$ cat config.mk
export PLATFORM = sky130hd
export DESIGN_NAME = top_thermo_codec
export DESIGN_NICKNAME = d
export VERILOG_FILES = /design/src/rtl/top_thermo_codec.sv
export SDC_FILE = /design/constraint.sdc
export NUM_CORES = 1
export LEC_CHECK = 0
export ABC_AREA = 1
export CAP_MARGIN = 40
export CORE_AREA = 10 10 47 49
export DETAILED_ROUTE_END_ITERATION = 16
export DIE_AREA = 0 0 57 59
export GPL_ROUTABILITY_DRIVEN = 1
export PLACE_DENSITY_LB_ADDON = 0.2
export SLEW_MARGIN = 20
export SYNTH_ARGS = -nofsm -noshare
export SYNTH_HDL_FRONTEND = slang
export SYNTH_SLANG_ARGS = --single-unit
export TNS_END_PERCENT = 10
$ cat constraint.sdc
create_clock -name clk -period 0.8 [get_ports clk]
set_input_delay 0.08 -clock clk [delete_from_list [all_inputs] [get_ports clk]]
set_output_delay 0.08 -clock clk [all_outputs]
set_load 0.1 [all_outputs]
$ cat src/rtl/top_thermo_codec.sv
// Registered thermometer-code encoder (sel=0) / decoder (sel=1) for the switch/LED board block.
// Optional macro THERMO_CHECK_EN adds a registered err output flagging malformed thermometer codes.
module top_thermo_codec #(
    parameter int K = 3,
    parameter int W = 7
) (
    input  logic         clk,
    input  logic         rst,
    input  logic [W-1:0] sw,
    input  logic         sel,
`ifdef THERMO_CHECK_EN
    output logic         err,
`endif
    output logic [W-1:0] led
);

    generate
        if (K < 1 || K > 8) begin : g_bad_k
            $error("top_thermo_codec: K=%0d outside 1..8", K);
        end
        if (W != (2 ** K) - 1) begin : g_bad_w
            $error("top_thermo_codec: W=%0d must equal 2**K-1 (K=%0d)", W, K);
        end
    endgenerate

    logic [K-1:0] enc_count;
    logic [K-1:0] dec_n;
    logic [W-1:0] dec_therm;
    logic [W-1:0] led_next;
    logic [W-1:0] led_reg;

    // Priority encode: the last set bit seen while scanning upward wins, so bubbles are ignored.
    always_comb begin
        enc_count = '0;
        for (int i = 0; i < W; i++) begin
            if (sw[i]) begin
                enc_count = K'(i + 1);
            end
        end
    end

    assign dec_n = sw[K-1:0];

    genvar gi;
    generate
        for (gi = 0; gi < W; gi++) begin : g_dec
            localparam logic [K-1:0] IDX = K'(gi);
            assign dec_therm[gi] = (dec_n > IDX);
        end
    endgenerate

    assign led_next = sel ? dec_therm : W'(enc_count);

    always_ff @(posedge clk) begin
        if (rst) begin
            led_reg <= '0;
        end else begin
            led_reg <= led_next;
        end
    end

    assign led = led_reg;

`ifdef THERMO_CHECK_EN
    // A valid code never has a 1 directly above a 0; the top bit slot is a constant 0 so W=1 works.
    logic [W-1:0] bubble;
    logic         err_next;
    logic         err_reg;

    generate
        for (gi = 0; gi < W - 1; gi++) begin : g_bubble
            assign bubble[gi] = sw[gi+1] & ~sw[gi];
        end
    endgenerate
    assign bubble[W-1] = 1'b0;

    assign err_next = ~sel & (|bubble);

    always_ff @(posedge clk) begin
        if (rst) begin
            err_reg <= 1'b0;
        end else begin
            err_reg <= err_next;
        end
    end

    assign err = err_reg;
`endif

endmodule

==> out/metrics.csv, run 1 <==
metric;value;unit
core area;1400;um2
Yosys reg bits;7;
initial antenna violation count;0;
crit path cell chain;buf_12;
Via-to-Cell Ratio;3.96;
# diodes;0;
worst endpoint data arrival time;0.76;ns
Max Clk Rate;1.20;GHz
Slew @ Worst Pin;0.175;ns
number of max-cap violations;0;
CTS root buffer;clkbuf_4;
Mapped Area;284;um2
Slew HR;88.3;%
share of post-route cells with drive strength above 1;45.9;%
WS Path Type;register to output port;
drt pass-1 iters;2;
Fin. Hold Viols;0;
hold buffers post-CTS;0;
Max IR drop VDD;0.581;mV
Routed WL;697;um
Avg WL per Cell;9.05;um
DRC viols;0;
endpoint type of the worst setup path;output port;
Period minus WS final;0.836;ns
vias;305;
GRT overflow;0;
first-pass GRT wire length;1170;um
worst min-delay path class;primary input to register;
yosys warns;0;
DP Cell Count;73;
Mapped Cells;39;
area delta synth->final;113;%
clk slew on worst S/H paths;0.05;ns
crit share post-route;104;%
largest net degree at the start of global routing;5;
pwr dens;1700;nW/um2
Num CTS Buffers;3;
sequential share of the synthesized area;49.3;%
worst-case clock buffer depth;2;
row cnt;14;
failing checks;setup timing;
Hold Path Depth;3;
outcome;finished, violations left;
CTS Sinks;7;
CTS tree;yes;
crit-path max cell delay;0.34;ns
H-tree Lvls;1;
GPL Wtd Cong;0.687;
Critical Path Start Type;register;
number of I/O port buffers;16;
GRT Util Overall;4.23;%
drt first-iter violations;8;
setup violators final;7;
Ports;17;
vias in the first global route;290;
CP Max Fanout;1;
unrepaired setup endpoints after global routing;yes;
Layout Cells excl Fill;77;
Endpoint, Worst Hold;led[6]$_SDFF_PP0_;
Die Height;59;um
Die X-Extent;57;um
total die area;3360;um2
Mean Syn Cell Area;7.28;um2
Pleak;0.312;nW
CP max-delay cell;dfxtp_2;
Yosys cell types;12;
Yosys top cell area share;49.3;%
WHS;0.185;ns
max reg flops;7;
final antenna-violating net count;0;
cell taking the most area after synthesis;dfxtp_1;
final worst slack;-0.0356;ns
Syn Nets;49;
WP data required;0.72;ns
Post-CTS Setup Inserts;0;
Area contributors post-synth;dfxtp_1 49%, inv_1 12%, nand2_1 7.9%, nand3_1 7.0%, nor2_1 5.3%;
min-delay src;sw[1];
max-slew violation count;0;
layout net count;72;
initial core utilization;20.3;%
family with the most delay on the worst path;flip-flops;
CP bufs+invs;1;
hpwl dp;613;um
-- synthesized netlist by cell type --
cell     n
nand3_1  4
a21oi_2  1
a21oi_1  2
dfxtp_1  7
inv_1    9
nor3_1   1
nor2_1   4
inv_2    1
o21ai_2  1
nand2_1  6
o21ai_0  2
nand2_2  1
-- logic make-up after synthesis --
group	Yosys count	share of synthesized area [%]
simple gates	16	24.2
buf+inv	10	13.2
flops	7	49.3
compound gates	6	13.2
-- worst max path at each step --
stage | start | to | depth (start not counted)
2_1_floorplan | led[1]$_SDFF_PP0_ | led[1] | 0
3_3_place_gp | sel | led[2]$_SDFF_PP0_ | 6
3_5_place_dp | sw[2] | led[0]$_SDFF_PP0_ | 7
4_1_cts | led[4]$_SDFF_PP0_ | led[4] | 1
5_1_grt | led[6]$_SDFF_PP0_ | led[6] | 1
6_report | led[4]$_SDFF_PP0_ | led[4] | 1
-- layer usage --
| layer | GRT usage [%] | share of wire (%) | up-vias |
|---|---|---|---|
| met3 | 1.29 | 6.3 | 4 |
| met2 | 6.82 | 45 | 14 |
| li1 | - | - | 163 |
| met4 | 4.03 | 3.7 | 0 |
| met1 | 4.27 | 44 | 124 |
| met5 | 0 | 0 | - |
-- through the flow --
stage	setup WS [ns]	TNS (ns)	area [um2]	utilization [%]	power, mW
2_1_floorplan	-0.189	-1.13	285	-	0.561
3_3_place_gp	-0.307	-1.72	551	39.3	0.713
3_5_place_dp	-0.308	-1.75	551	39.3	0.715
4_1_cts	-0.0381	-0.265	588	42.0	1.03
5_1_grt	-0.0628	-0.405	604	43.1	1.10
6_report	-0.0356	-0.209	604	43.1	1.03
-- cell usage in the layout (no fill, tap or decap), types with 2 or more instances in the layout --
| master | Yosys | final |
|---|---|---|
| buf_12 | 0 | 7 |
| buf_4 | 0 | 2 |
| dlymetal6s2s_1 | 0 | 3 |
| clkdlybuf4s50_1 | 0 | 5 |
| a21oi_1 | 2 | 2 |
| dfxtp_2 | 0 | 7 |
| o21ai_2 | 1 | 2 |
| nor2_1 | 4 | 4 |
| nand3_1 | 4 | 3 |
| clkbuf_4 | 0 | 3 |
| inv_2 | 1 | 3 |
| inv_1 | 9 | 7 |
| nand2_1 | 6 | 6 |
-- cell type report --
type | instances | area, um2
flip-flops and latches | 7 | 149
fillers | 153 | 797
clock buffers | 4 | 26.3
well taps | 16 | 20.0
inverters | 10 | 37.5
multi-input cells | 22 | 120
repair buffers | 18 | 251
-- report_power, final --
part	internal (mW)	switching (mW)
Sequential	0.371	0.0138
Combinational	0.132	0.195
Clock	0.190	0.127
Total	0.693	0.336
-- repair_timing --
item | CTS | global route
cloned | 0 | 0
setup endpoints to repair | 11 | 12
pin swaps | 0 | 2
resized for setup | 9 | 8
Note: power is estimated with default switching activity, not from simulation.
==> run 2, diff against run 1 <==
MAX_ROUTING_LAYER = met4   (was default)
==> run 2 against run 1 <==
- wire length shrank 0.14%
- clock-buffer cell count is the same
- sequential power is essentially flat
- critical endpoint unchanged
- non-clock buffer count is the same
- the flow still finishes with violations (setup timing)
- cell area is the same
- global-route usage grew 0.12 points
- utilization is the same
- fmax is essentially flat
- clock power is essentially flat
- combinational power is essentially flat
- hold slack is essentially flat
==> out/metrics.csv, run 2 (synthesis results as in run 1) <==
metric;value;unit
outcome;finished, violations left;
failing checks;setup timing;
CP max-delay cell;dfxtp_2;
share of post-route cells with drive strength above 1;45.9;%
clk slew on worst S/H paths;0.05;ns
GRT overflow;0;
Slew @ Worst Pin;0.175;ns
WS Path Type;register to output port;
crit-path max cell delay;0.34;ns
final worst slack;-0.0357;ns
hpwl dp;613;um
core area;1400;um2
Routed WL;696;um
Seq pwr share;37.4;%
Area after DPL;551;um2
Die X-Extent;57;um
Clock Power Share;30.8;%
Pleak;0.312;nW
Final Util;43.1;%
hold buffers post-CTS;0;
Fin. Hold Viols;0;
GRT Util Overall;4.35;%
row cnt;14;
number of I/O port buffers;16;
CP bufs+invs;1;
setup violators final;7;
Num CTS Buffers;3;
GPL Wtd Cong;0.695;
worst min-delay path class;primary input to register;
max-slew violation count;0;
H-tree Lvls;1;
Psw;0.336;mW
Slew HR;88.3;%
CTS tree;yes;
crit path cell chain;buf_12;
endpoint type of the worst setup path;output port;
drt first-iter violations;6;
Ports;17;
initial antenna violation count;0;
Post-CTS Setup Inserts;0;
crit share post-route;104;%
pwr dens;1700;nW/um2
max reg flops;7;
CTS Sinks;7;
combinational power share;31.8;%
Critical Path Start Type;register;
Via-to-Cell Ratio;3.94;
cell area after layout;604;um2
vias;303;
internal power;0.693;mW
Switching Fraction;32.6;%
area delta synth->final;113;%
# diodes;0;
Max Clk Rate;1.20;GHz
unrepaired setup endpoints after global routing;yes;
pre-CTS setup slack;-0.308;ns
drt pass-1 iters;2;
DRC viols;0;
layout net count;72;
CTS root buffer;clkbuf_4;
WP data required;0.72;ns
Period minus WS final;0.836;ns
first-pass GRT wire length;1170;um
worst-case clock buffer depth;2;
final antenna-violating net count;0;
most frequent cells in the layout;7 x inv_1, 7 x dfxtp_2, 7 x buf_12;
initial core utilization;20.3;%
Max IR drop VDD;0.582;mV
Die Height;59;um
WHS;0.185;ns
family with the most delay on the worst path;flip-flops;
total die area;3360;um2
CP Max Fanout;1;
Avg WL per Cell;9.04;um
number of max-cap violations;0;
vias in the first global route;289;
largest net degree at the start of global routing;5;
worst endpoint data arrival time;0.76;ns
-- run 2: cell counts in the layout (fill, tap and decap cells not counted) --
Identical to the previous run, type by type.
-- run 2: power groups by stage --
stage | sequential [mW] | combinational (mW) | clock, mW
2_1_floorplan | 0.512 | 0.0493 | 0
3_3_place_gp | 0.389 | 0.323 | 0
3_5_place_dp | 0.390 | 0.325 | 0
4_1_cts | 0.385 | 0.327 | 0.322
5_1_grt | 0.386 | 0.346 | 0.363
6_report | 0.385 | 0.327 | 0.317
-- run 2: what timing repair did --
action	4_1_cts	5_1_grt
resized for setup	9	8
endpoints found under the setup margin	11	12
pin swaps	0	2
-- run 2: final cells by class --
class / instances / area (um2)
repair buffers: 18 / 251
fillers: 153 / 797
multi-input cells: 22 / 120
well taps: 16 / 20.0
inverters: 10 / 37.5
clock buffers: 4 / 26.3
flip-flops and latches: 7 / 149
-- run 2: metal layers --
metal,vias to the layer above,global-route usage [%],routed length (um)
met5,-,-,0
met3,2,0.858,24
met4,0,4.03,9
met2,14,6.82,333
li1,163,-,-
met1,124,4.51,329
-- run 2: worst paths after layout --
kind	startpoint	depth (start not counted)	end	slack [ns]
min	sw[1]	3	led[6]$_SDFF_PP0_	0.19
max	led[4]$_SDFF_PP0_	1	led[4]	-0.04
-- run 2: per-stage QoR --
step                TNS (ns)  power, mW  cells
CTS                   -0.265       1.03     77
floorplan              -1.13      0.561     39
global placement       -1.72      0.713     73
global route          -0.405       1.10     77
detailed placement     -1.75      0.715     73
finish                -0.211       1.03     77
-- run 2: tightest hold or removal path, cell delays in order --
cell and delay (ns):
dlymetal6s2s_1 0.15, inv_1 0.11, nor3_2 0.05
